[src/rtl/sat_pkg.sv]
// rtl/sat_pkg.sv - shared literal, freelitcnt, result and sequencer state encodings
package sat_pkg;

    typedef enum logic [1:0] {
        LIT_FREE  = 2'd0,
        LIT_FALSE = 2'd1,
        LIT_TRUE  = 2'd2,
        LIT_CONFL = 2'd3
    } lit_val_e;

    // Thermometer-style tail of the freelitcnt chain; 2'b10 never appears legally.
    localparam logic [1:0] FLC_NONE = 2'b00;
    localparam logic [1:0] FLC_ONE  = 2'b01;
    localparam logic [1:0] FLC_MANY = 2'b11;

    typedef enum logic [1:0] {
        RES_UNRES    = 2'd0,
        RES_SAT      = 2'd1,
        RES_UNIT     = 2'd2,
        RES_CONFLICT = 2'd3
    } res_e;

    typedef enum logic [2:0] {
        ST_IDLE   = 3'd0,
        ST_LOAD   = 3'd1,
        ST_PAD    = 3'd2,
        ST_CLEAR  = 3'd3,
        ST_SETTLE = 3'd4,
        ST_EVAL   = 3'd5,
        ST_REPORT = 3'd6
    } state_e;

endpackage

[src/rtl/clause_row_classify.sv]
// rtl/clause_row_classify.sv - combinational clause classification from row summary signals
module clause_row_classify
    import sat_pkg::*;
(
    input  logic       clausesat_i,
    input  logic [1:0] freelitcnt_i,
    output res_e       result_o
);

    always_comb begin
        result_o = RES_UNRES;
        if (clausesat_i) begin
            result_o = RES_SAT;
        end else if (freelitcnt_i == FLC_NONE) begin
            result_o = RES_CONFLICT;
        end else if (freelitcnt_i == FLC_ONE) begin
            result_o = RES_UNIT;
        end
    end

endmodule

[src/rtl/clause_row_ctrl.sv]
// rtl/clause_row_ctrl.sv - load/pad/clear/evaluate sequencer for one clause row
// Optional UNIT/CONFLICT statistics counters when CLAUSE_ROW_STATS_EN is defined.
module clause_row_ctrl
    import sat_pkg::*;
#(
    parameter int NUM_LIT    = 8,
    parameter int IDX_W      = $clog2(NUM_LIT),
    parameter int SETTLE_CYC = 2
) (
    input  logic               clk,
    input  logic               rst,
    input  logic               start_i,
    input  logic               clear_i,
    input  logic               eval_i,
    input  logic               lit_valid_i,
    input  logic [1:0]         lit_value_i,
    input  logic               lit_last_i,
    output logic               lit_ready_o,
    output logic [NUM_LIT-1:0] wr_o,
    output logic [2:0]         var_value_o,
    input  logic [1:0]         freelitcnt_i,
    input  logic               clausesat_i,
    output logic               imp_drv_o,
    output logic               cclause_drv_o,
    output logic               busy_o,
    output logic               done_o,
    output logic [1:0]         result_o
`ifdef CLAUSE_ROW_STATS_EN
    ,
    output logic [15:0]        stat_imp_o,
    output logic [15:0]        stat_conf_o
`endif
);

    localparam int              CNT_W    = $clog2(SETTLE_CYC + 1);
    localparam logic [IDX_W-1:0] LAST_IDX = IDX_W'(NUM_LIT - 1);
    localparam logic [CNT_W-1:0] CNT_LAST = CNT_W'(SETTLE_CYC - 1);

    state_e             state_q;
    logic [IDX_W-1:0]   idx_q;
    logic [CNT_W-1:0]   cnt_q;
    logic [NUM_LIT-1:0] wr_q;
    logic [NUM_LIT-1:0] onehot_d;
    logic [2:0]         var_q;
    logic               ready_q;
    logic               done_q;
    logic               imp_q;
    logic               cclause_q;
    res_e               res_q;
    res_e               eval_res;
    logic [1:0]         result_q;

    assign onehot_d = NUM_LIT'(1) << idx_q;

    clause_row_classify u_classify (
        .clausesat_i  (clausesat_i),
        .freelitcnt_i (freelitcnt_i),
        .result_o     (eval_res)
    );

    always_ff @(posedge clk) begin
        if (rst) begin
            state_q   <= ST_IDLE;
            idx_q     <= '0;
            cnt_q     <= '0;
            wr_q      <= '0;
            var_q     <= '0;
            ready_q   <= 1'b0;
            done_q    <= 1'b0;
            imp_q     <= 1'b0;
            cclause_q <= 1'b0;
            res_q     <= RES_UNRES;
            result_q  <= '0;
        end else begin
            wr_q      <= '0;
            var_q     <= '0;
            done_q    <= 1'b0;
            imp_q     <= 1'b0;
            cclause_q <= 1'b0;
            case (state_q)
                ST_IDLE: begin
                    idx_q <= '0;
                    cnt_q <= '0;
                    if (clear_i) begin
                        state_q <= ST_CLEAR;
                    end else if (start_i) begin
                        state_q <= ST_LOAD;
                        ready_q <= 1'b1;
                    end else if (eval_i) begin
                        state_q <= ST_SETTLE;
                    end
                end
                ST_LOAD: begin
                    if (lit_valid_i && ready_q) begin
                        wr_q  <= onehot_d;
                        var_q <= {lit_value_i, 1'b0};
                        if (idx_q == LAST_IDX) begin
                            ready_q <= 1'b0;
                            idx_q   <= '0;
                            state_q <= ST_SETTLE;
                        end else begin
                            idx_q <= idx_q + IDX_W'(1);
                            if (lit_last_i) begin
                                ready_q <= 1'b0;
                                state_q <= ST_PAD;
                            end
                        end
                    end
                end
                ST_PAD: begin
                    wr_q  <= onehot_d;
                    var_q <= {LIT_FREE, 1'b0};
                    if (idx_q == LAST_IDX) begin
                        idx_q   <= '0;
                        state_q <= ST_SETTLE;
                    end else begin
                        idx_q <= idx_q + IDX_W'(1);
                    end
                end
                ST_CLEAR: begin
                    wr_q  <= onehot_d;
                    var_q <= {LIT_FREE, 1'b0};
                    if (idx_q == LAST_IDX) begin
                        idx_q   <= '0;
                        res_q   <= RES_UNRES;
                        state_q <= ST_REPORT;
                    end else begin
                        idx_q <= idx_q + IDX_W'(1);
                    end
                end
                ST_SETTLE: begin
                    // The strobe cycle of the final write does not count as settling time.
                    if (wr_q == '0) begin
                        if (cnt_q == CNT_LAST) begin
                            cnt_q   <= '0;
                            state_q <= ST_EVAL;
                        end else begin
                            cnt_q <= cnt_q + CNT_W'(1);
                        end
                    end
                end
                ST_EVAL: begin
                    res_q   <= eval_res;
                    state_q <= ST_REPORT;
                end
                ST_REPORT: begin
                    done_q    <= 1'b1;
                    result_q  <= res_q;
                    imp_q     <= (res_q == RES_UNIT);
                    cclause_q <= (res_q == RES_CONFLICT);
                    state_q   <= ST_IDLE;
                end
                default: begin
                    state_q <= ST_IDLE;
                    ready_q <= 1'b0;
                end
            endcase
        end
    end

`ifdef CLAUSE_ROW_STATS_EN
    logic [15:0] stat_imp_q;
    logic [15:0] stat_conf_q;

    always_ff @(posedge clk) begin
        if (rst || (state_q == ST_IDLE && clear_i)) begin
            stat_imp_q  <= '0;
            stat_conf_q <= '0;
        end else if (state_q == ST_REPORT) begin
            if (res_q == RES_UNIT && stat_imp_q != 16'hFFFF) begin
                stat_imp_q <= stat_imp_q + 16'd1;
            end
            if (res_q == RES_CONFLICT && stat_conf_q != 16'hFFFF) begin
                stat_conf_q <= stat_conf_q + 16'd1;
            end
        end
    end

    assign stat_imp_o  = stat_imp_q;
    assign stat_conf_o = stat_conf_q;
`endif

    assign lit_ready_o   = ready_q;
    assign wr_o          = wr_q;
    assign var_value_o   = var_q;
    assign imp_drv_o     = imp_q;
    assign cclause_drv_o = cclause_q;
    assign busy_o        = (state_q != ST_IDLE);
    assign done_o        = done_q;
    assign result_o      = result_q;

endmodule

[config.mk]
export PLATFORM = sky130hd
export DESIGN_NAME = clause_row_ctrl
export DESIGN_NICKNAME = d
export VERILOG_FILES = /design/src/rtl/sat_pkg.sv /design/src/rtl/clause_row_classify.sv /design/src/rtl/clause_row_ctrl.sv
export SDC_FILE = /design/constraint.sdc
export NUM_CORES = 1
export LEC_CHECK = 0
export CORE_MARGIN = 4
export CORE_UTILIZATION = 48
export DETAILED_ROUTE_END_ITERATION = 6
export PLACE_DENSITY = 0.78
export REMOVE_ABC_BUFFERS = 1
export SLEW_MARGIN = 0
export SYNTH_ARGS = -nofsm -noshare
export SYNTH_HDL_FRONTEND = slang
export SYNTH_SLANG_ARGS = --single-unit
[constraint.sdc]
create_clock -name clk -period 2.5 [get_ports clk]
set_input_delay 0.625 -clock clk [delete_from_list [all_inputs] [get_ports clk]]
set_output_delay 0.625 -clock clk [all_outputs]
set_load 0.02 [all_outputs]
==> results of run 1 <==
-- final cells by class --
cell class / instances / area (sq um) / area share (%)
Clock inverter: 1 / 30.0 / 1.87
Sequential cell: 26 / 523 / 32.7
Timing Repair Buffer: 30 / 295 / 18.4
Tap cell: 30 / 37.5 / 2.34
Multi-Input combinational cell: 96 / 674 / 42.1
Inverter: 5 / 18.8 / 1.17
Clock buffer: 3 / 22.5 / 1.41
-- worst register-to-register path, cell delays in order (launching register included) --
cell	delay, ps
dfxtp_1	380
ha_1	250
ha_1	280
or2_2	330
a211oi_1	380
o21ai_0	160
a21oi_1	130
-- per-stage QoR --
stage          util (%)  cell area [sq um]  total power [mW]
2_1_floorplan         -               1210             0.870
3_3_place_gp       62.4               1550              1.01
3_5_place_dp       62.4               1550              1.03
4_1_cts            64.5               1600              1.31
5_1_grt            64.6               1600              1.40
6_report           64.6               1600              1.31
-- Yosys cell counts, drive strengths merged, types with 2 or more instances --
cell type and count:
nor3 6, and3 7, nor2 10, nor2b 2
or3b 3, ha 7, buf 5, nor4 3
nand2b 2, a21oi 11, inv 5, o21ai 6
dfxtp 26, nand2 8, nor3b 3, clkbuf 2
and2 4, a211o 2, or2 2, mux2i 4
-- power groups by stage --
| stage | Clock (mW) | Sequential [mW] | Combinational (mW) |
|---|---|---|---|
| final | 0.288 | 0.541 | 0.483 |
| after global placement | 0 | 0.540 | 0.469 |
| after global routing | 0.312 | 0.554 | 0.534 |
| after CTS | 0.296 | 0.535 | 0.484 |
| after floorplan | 0 | 0.557 | 0.314 |
| after detailed placement | 0 | 0.545 | 0.482 |
-- final timing paths --
check                           depth (start not counted)    endpoint  slack, ps        from
worst max-delay path                                    2      busy_o        150  state_q[0]
worst min-delay path                                    2   imp_drv_o        480    res_q[1]
worst max register to register                          6  state_q[0]        520    idx_q[0]
worst min register to register                          2   imp_drv_o        480    res_q[1]
-- cell families after synthesis --
logic type               Yosys count  share of synthesized area [%]
buffers and inverters             12                           4.40
multiplexers                       4                           3.20
adder cells (fa/ha/maj)            7                           7.01
flip-flops                        26                           41.6
AO/OA/AOI/OAI                     29                           16.0
other                              1                          0.300
AND/OR/NAND/NOR                   55                           27.4
-- registers in the layout (all words and copies together) (netlist names) --
name,count
cclause_drv_o,1
cnt_q,2
done_o,1
idx_q,3
imp_drv_o,1
lit_ready_o,1
res_q,2
result_o,2
state_q,3
var_value_o,2
wr_o,8
-- routing by layer --
layer  part of all wire [%]  vias up  GRT usage [%]
li1                       -      530              -
met1                     42      484           20.5
met2                     50       41           27.1
met3                    7.0        4           3.27
met4                    1.2        0           7.12
met5                      0        -              0
-- repair_timing --
| item | 4_1_cts | 5_1_grt |
|---|---|---|
| setup endpoints to repair | 0 | 1 |
| resized for setup | 0 | 2 |
| endpoints found under the hold margin | 0 | 0 |
==> impl_metrics.tcl, run 1 <==
set metrics [dict create \
    status "finished clean" \
    internal_power_mw 0.857 \
    cap_violations 0 \
    yosysTopAreaCell "dfxtp_1" \
    start_kind "flop" \
    p_comb_share_pct 36.8 \
    hold_buffers 0 \
    postCtsSetupBuffers 0 \
    avgSynthCellArea_sq_um 9.33 \
    p_sw_share_pct 34.7 \
    switchingPower_mw 0.456 \
    grt_start_max_net_pins 20 \
    root_buffer "clkbuf_4" \
    p_leak_nw 0.668 \
    clock_path_buffers 2 \
    antenna_found_initial 0 \
    finalCritPeriodShare_pct 94.2 \
    yosys.cell_types.count 41 \
    cts_tree "built" \
    final_cells 191 \
    clock_sinks 26 \
    grt_pass1_vias 989 \
    drtAntennaViolNets 0 \
    clkPwrFrac_pct 22.0 \
    firstDrtPassIters 4 \
    pwr-share-seq_pct 41.2 \
    layout-drive-gt1-share_pct 9.32 \
    dr_total_vias 1059 \
    drcViolationCount 0 \
    cts_buffers 3 \
    synth_edf_count 0 \
    setup_slack_ps 145 \
    end_kind "output port" \
    worstPathCellList "or3_4, clkdlybuf4s50_1" \
    cp.required_ps 1880 \
    clock.fmax_ghz 0.425 \
    crit_slowest_cell "clkdlybuf4s50_1" \
    grt_pass1_wl_um 4350 \
    tightest_slew_ps 587 \
    synth_seq_area_share_pct 41.6 \
    dp_slack_ps 407 \
    synth_top_area_share_pct 41.6 \
    synth_area_sq_um 1250 \
    die_area_sq_um 3480 \
    whs_ps 481 \
    drv_slew 0 \
    ys_seq_elements 26 \
    grt.overflow.total 0 \
    worstPathMaxFanout 17 \
    via_per_inst 5.54 \
    io_pins 30 \
    htree_levels 1 \
    vdd_ir_drop_max_mv 0.633 \
    crit_type "flop to output port" \
    cp.arrival_ps 1730 \
    min_period_ps 2350 \
    routedWlPerCell_um 13.4 \
    start_util_pct 50.5 \
    synthArstFlopShare_pct 0 \
    cellPowerDensity_nw_per_um2 820 \
    place_inst 187 \
    numPortBuffers 28 \
    place.gp.congestion 0.816 \
    syn_to_final_growth_pct 28.1 \
    nNetsFinal 181 \
    nFillCells 222 \
    drt_iter0_markers 44 \
    crit_buf_inv 1 \
    coreArea_sq_um 2480 \
    grt_usage_pct 16.3 \
    clk_latency_ps 330 \
    routed_wl_um 2560 \
    cts.reportedPaths.clkPinSlew_ps 140 \
    setup_viol 0 \
    path_delay_family "buffers and inverters" \
    hold_viol 0 \
    yosysWarnings 0 \
    fp.dieH_um 59.0 \
    num_rows 18 \
    rsz0062_at_grt "no" \
    dieWidth_um 59.0 \
    finalSetupTns_ps 0 \
    slowest_delay_ps 550 \
    final_common_cell "clkdlybuf4s50_1" \
    layout_common_cells "clkdlybuf4s50_1, dfxtp_1, a21oi_1, nor2_1, nand2_1" \
    syn_inst 134 \
    post-dp-hpwl_um 1960 \
    slew_headroom_pct 60.6 \
    finClkSkew_ps 6.61 \
    synth-main-ff-cell "dfxtp_1" \
    antenna_cells 0 \
    holdCritPathClass "flop to flop" \
    synthTopCellsByArea "dfxtp_1, ha_1, a21oi_1, and3_1, nor4_4" \
]
Note: power is estimated with default switching activity, not from simulation.
==> run 2: changes to the inputs <==
--- a/config.mk
+++ b/config.mk
@@ -5,12 +5,15 @@
 export SDC_FILE = /design/constraint.sdc
 export NUM_CORES = 1
 export LEC_CHECK = 0
+export CORE_ASPECT_RATIO = 0.6
 export CORE_MARGIN = 4
 export CORE_UTILIZATION = 48
+export CTS_CLUSTER_SIZE = 10
 export DETAILED_ROUTE_END_ITERATION = 6
 export PLACE_DENSITY = 0.78
 export REMOVE_ABC_BUFFERS = 1
 export SLEW_MARGIN = 0
 export SYNTH_ARGS = -nofsm -noshare
 export SYNTH_HDL_FRONTEND = slang
+export SYNTH_HIERARCHICAL = 1
 export SYNTH_SLANG_ARGS = --single-unit
==> impl_metrics.tcl, run 2 <==
set metrics [dict create \
    ys_seq_elements 26 \
    yosysWarnings 6 \
    yosysMostFrequentCell "dfxtp_1" \
    end_kind "output port" \
    clock_sinks 26 \
    syn_inst 137 \
    place_inst 191 \
    cellPowerDensity_nw_per_um2 868 \
    grt.overflow.total 0 \
    highest_layer "met4" \
    synth_area_sq_um 1220 \
    p_leak_nw 0.651 \
    firstDrtPassIters 4 \
    clkPwrFrac_pct 24.9 \
    cts_tree "built" \
    nNetsFinal 184 \
    drcViolationCount 0 \
    coreArea_sq_um 2290 \
    finalCritPeriodShare_pct 84.7 \
    clock_path_buffers 2 \
    htree_levels 1 \
    reg2reg_to "state_q[1]" \
    fp.dieH_um 47.1 \
    setup_viol 0 \
    final_cells 195 \
    finClkSkew_ps 4.10 \
    largest_reg_flops 8 \
    drt_iter0_markers 65 \
    numPortBuffers 28 \
    hold_buffers 0 \
    syn_to_final_growth_pct 31.3 \
    finalSetupTns_ps 0 \
    drtAntennaViolNets 0 \
    slew_headroom_pct 63.3 \
    min_period_ps 2120 \
    yosysTopAreaCell "dfxtp_1" \
    p_comb_share_pct 38.9 \
    worstPathMaxFanout 2 \
    crit_start "state_q[0]" \
    vdd_ir_drop_max_mv 0.324 \
    yosys.cell_types.count 37 \
    p_sw_share_pct 34.9 \
    endpoint "busy_o" \
    cts_resized 0 \
    synthTopCellsByArea "dfxtp_1, ha_1, a21oi_1, nor2_1, and3_1" \
    antenna_found_initial 0 \
    drv_slew 0 \
    clock.fmax_ghz 0.472 \
    holdCritPathClass "flop to flop" \
    internal_power_mw 0.908 \
    start_kind "flop" \
    grt_start_max_net_pins 19 \
    root_buffer "clkbuf_8" \
    clk_latency_ps 280 \
    synthArstFlopShare_pct 0 \
    hold_viol 0 \
    cap_violations 0 \
    synth_edf_count 0 \
    cp.required_ps 1880 \
    wl_met3_um 205 \
    io_pins 30 \
    dieWidth_um 73.2 \
    pwr-share-seq_pct 36.2 \
    layout-drive-gt1-share_pct 7.88 \
    via_per_inst 5.59 \
    tightest_slew_ps 549 \
    final_common_cell "clkdlybuf4s50_1" \
    crit_slowest_cell "clkdlybuf4s50_1" \
    r2r_cells 6 \
    antenna_cells 0 \
    synth_seq_area_share_pct 42.5 \
    worstPathCellList "or3_1, clkdlybuf4s50_1" \
    postCtsSetupBuffers 0 \
    grt_pass1_vias 1029 \
    switchingPower_mw 0.486 \
    timing.rr.start "idx_q[0]" \
    slowest_delay_ps 540 \
    crit_type "flop to output port" \
    grt_pass1_wl_um 5130 \
    synth-main-ff-cell "dfxtp_1" \
    dr_wl_met2_um 1410 \
    layout_common_cells "clkdlybuf4s50_1, dfxtp_1, nor2_1, a21oi_1, nand2_1" \
    grt_usage_pct 20.4 \
    cts_buffers 3 \
    die_area_sq_um 3450 \
    cts.reportedPaths.clkPinSlew_ps 90 \
    synth_top_area_share_pct 42.5 \
    post-dp-hpwl_um 2350 \
    avgSynthCellArea_sq_um 8.93 \
    start_util_pct 53.4 \
    dr_total_vias 1090 \
    place.gp.congestion 0.780 \
    status "finished clean" \
    num_rows 13 \
    routed_wl_um 3080 \
    routedWlPerCell_um 15.8 \
    reg2reg_slack_ps 580 \
    synth_common_cells "dfxtp_1, nor2_1, a21oi_1" \
    drt-met1-wl_um 1380 \
    rsz0062_at_grt "no" \
    cp.arrival_ps 1490 \
]
## run 2: cell types whose count changed after synthesis, moves of 2 or more
cell	previous run	this run
clkbuf_1	1	5
nand2b_1	2	4
buf_2	4	2
a211oi_1	1	3
nor3_1	6	4
nor2_1	10	12
mux2i_1	4	2
a211o_1	2	0
nor3b_1	3	1
nand3_1	1	3
or3_1	0	3
or3b_2	2	0
## run 2: worst min-delay path by stage
| stage | from | endpoint | slack (ps) | cells past startpoint |
|---|---|---|---|---|
| 6_report | cnt_q[1] | cnt_q[1] | 480 | 2 |
| 4_1_cts | result_o[0] | result_o[0] | 480 | 2 |
| 3_3_place_gp | cnt_q[1] | cnt_q[1] | 450 | 2 |
| 2_1_floorplan | res_q[0] | imp_drv_o | 420 | 1 |
| 3_5_place_dp | result_o[0] | result_o[0] | 470 | 2 |
| 5_1_grt | cnt_q[1] | cnt_q[1] | 500 | 2 |
## run 2: cell families after synthesis
| group | synth area share (%) |
|---|---|
| DFF | 42.5 |
| muxes | 1.64 |
| adders and majority gates | 6.13 |
| AOI/OAI and AO/OA | 17.3 |
| other | 0.306 |
| buffers and inverters | 4.50 |
| and+or+nand+nor | 27.6 |
## run 2: per-stage QoR
| step | setup slack (ps) | instance area [sq um] | total power [mW] | hold slack [ps] | utilization, % |
|---|---|---|---|---|---|
| detailed placement | 326 | 1540 | 1.05 | 466 | 66.9 |
| finish | 381 | 1610 | 1.39 | 476 | 70.0 |
| CTS | 364 | 1610 | 1.40 | 482 | 70.0 |
| floorplan | 843 | 1190 | 0.858 | 421 | - |
| global placement | 421 | 1540 | 1.02 | 454 | 66.9 |
| global route | 337 | 1610 | 1.48 | 498 | 70.0 |
## run 2: layout make-up
class / count / area [sq um]
tap: 30 / 37.5
fill: 179 / 687
clock inverter: 1 / 30.0
sequential: 26 / 520
timing repair buffer: 32 / 310
multi-input combinational: 98 / 648
clock buffer: 3 / 41.3
inverter: 5 / 18.8
## run 2: routing by layer
metal	GRT usage (%)	vias up
li1	-	541
met1	25.7	500
met2	33.7	40
met3	5.34	9
met4	9.19	0
met5	0	-
## run 2: worst max-delay path: cells and delay by family (launching register included)
family	cells	cell delay (ps)
buffers and inverters	1	540
AND/OR/NAND/NOR	1	360
flip-flops	1	320
## run 2: power groups by stage
| stage | logic, mW | clock network [mW] | registers, mW |
|---|---|---|---|
| floorplan | 0.298 | 0 | 0.560 |
| global placement | 0.513 | 0 | 0.510 |
| detailed placement | 0.532 | 0 | 0.514 |
| CTS | 0.536 | 0.360 | 0.505 |
| global route | 0.596 | 0.372 | 0.513 |
| finish | 0.542 | 0.348 | 0.504 |
==> run 3: changes to the inputs <==
==> constraint.sdc (replaced) <==
create_clock -name clk -period 2.1 [get_ports clk]
set_input_delay 0.525 -clock clk [delete_from_list [all_inputs] [get_ports clk]]
set_output_delay 0.525 -clock clk [all_outputs]
set_load 0.02 [all_outputs]
==> impl_metrics.tcl, run 3 (synthesis results as in run 2) <==
set metrics [dict create \
    status "finished clean" \
    die_area_sq_um 3450 \
    place.gp.congestion 0.798 \
    finalSetupTns_ps 0 \
    drt_iter0_markers 80 \
    final_core_util_pct 70.4 \
    hold_buffers 0 \
    dr_total_vias 1096 \
    end_kind "output port" \
    cp.required_ps 1570 \
    final-seq-area_sq_um 520 \
    crit_start "state_q[0]" \
    routed_wl_um 3060 \
    coreArea_sq_um 2290 \
    drv_slew 0 \
    cellPowerDensity_nw_per_um2 1040 \
    clock_path_buffers 2 \
    finalCritPeriodShare_pct 96.5 \
    start_kind "flop" \
    cts.reportedPaths.clkPinSlew_ps 100 \
    routedWlPerCell_um 15.6 \
    nNetsFinal 185 \
    rsz0062_at_grt "no" \
    io_pins 30 \
    firstDrtPassIters 4 \
    htree_levels 1 \
    grt_usage_pct 19.3 \
    antenna_found_initial 0 \
    dieWidth_um 73.2 \
    worstPathCellList "or3_1, clkdlybuf4s50_1" \
    crit_type "flop to output port" \
    worstPathMaxFanout 2 \
    hold_viol 0 \
    antenna_cells 0 \
    multi_input_area_sq_um 648 \
    drtAntennaViolNets 0 \
    root_buffer "clkbuf_8" \
    cts_tree "built" \
    grt_pass1_vias 1022 \
    crit_slowest_cell "clkdlybuf4s50_1" \
    setup_viol 0 \
    layout-drive-gt1-share_pct 8.43 \
    grt_start_max_net_pins 19 \
    post-dp-hpwl_um 2330 \
    endpoint "busy_o" \
    min_period_ps 2030 \
    start_util_pct 53.4 \
    cp.arrival_ps 1500 \
    cap_violations 0 \
    num_rows 13 \
    nFillCells 174 \
    slowest_delay_ps 540 \
    numPortBuffers 28 \
    postCtsSetupBuffers 0 \
    reg2reg_to "state_q[1]" \
    grt_pass1_wl_um 4860 \
    timing.rr.start "idx_q[0]" \
    holdCritPathClass "flop to flop" \
    cts_buffers 3 \
    layout_common_cells "clkdlybuf4s50_1, dfxtp_1, nor2_1, a21oi_1, nand2_1" \
    syn_to_final_growth_pct 31.9 \
    slew_headroom_pct 66.5 \
    final_common_cell "clkdlybuf4s50_1" \
    reg2reg_slack_ps 170 \
    grt.overflow.total 0 \
    fp.dieH_um 47.1 \
    drcViolationCount 0 \
    tightest_slew_ps 501 \
    via_per_inst 5.59 \
    finClkSkew_ps 6.53 \
    clk_latency_ps 280 \
    r2r_cells 6 \
    vdd_ir_drop_max_mv 0.631 \
    cts_resized 0 \
    clock.fmax_ghz 0.493 \
    clock_sinks 26 \
    largest_reg_flops 8 \
    p_leak_nw 0.656 \
]
## run 3: routing by layer
layer	vias to the layer above	track usage [%]	part of all wire (%)
li1	536	-	-
met1	512	25.9	46
met2	39	30.4	46
met3	9	4.91	6.7
met4	0	6.99	1.7
met5	-	0	0
## run 3: power breakdown
group          switching (mW)  leakage, nW  total, mW  internal (mW)
Sequential             0.0528        0.211      0.602          0.549
Combinational           0.370        0.409      0.648          0.278
Clock                   0.171       0.0357      0.427          0.256
Total                   0.594        0.656       1.68           1.08
## run 3: worst min path at each step
stage,end,startpoint,cells past startpoint
after floorplan,imp_drv_o,res_q[0],1
after global placement,cnt_q[1],cnt_q[1],2
after detailed placement,cnt_q[1],cnt_q[1],2
after CTS,cnt_q[1],cnt_q[1],2
after global routing,cnt_q[1],cnt_q[1],2
final,cnt_q[1],cnt_q[1],2
## run 3: through the flow
step	hold slack (ps)	worst slack [ps]	cell area, sq um	total power, mW	std cells
after floorplan	421	443	1190	1.02	129
after global placement	454	125	1540	1.22	192
after detailed placement	464	22.7	1540	1.25	192
after CTS	478	70.7	1610	1.66	196
after global routing	513	27.3	1610	1.77	196
final	477	72.6	1610	1.68	196
## run 3: layout make-up
type / count / area share, %
Clock buffer: 3 / 2.56
Tap cell: 30 / 2.33
Sequential cell: 26 / 32.2
Multi-Input combinational cell: 98 / 40.2
Timing Repair Buffer: 33 / 19.7
Clock inverter: 1 / 1.86
Inverter: 5 / 1.16
## run 3: worst max-delay path: cells and delay by family, from the launching register on
kind                   cells  cell delay, ps
buffers and inverters      1             540
DFF                        1             320
and+or+nand+nor            1             360
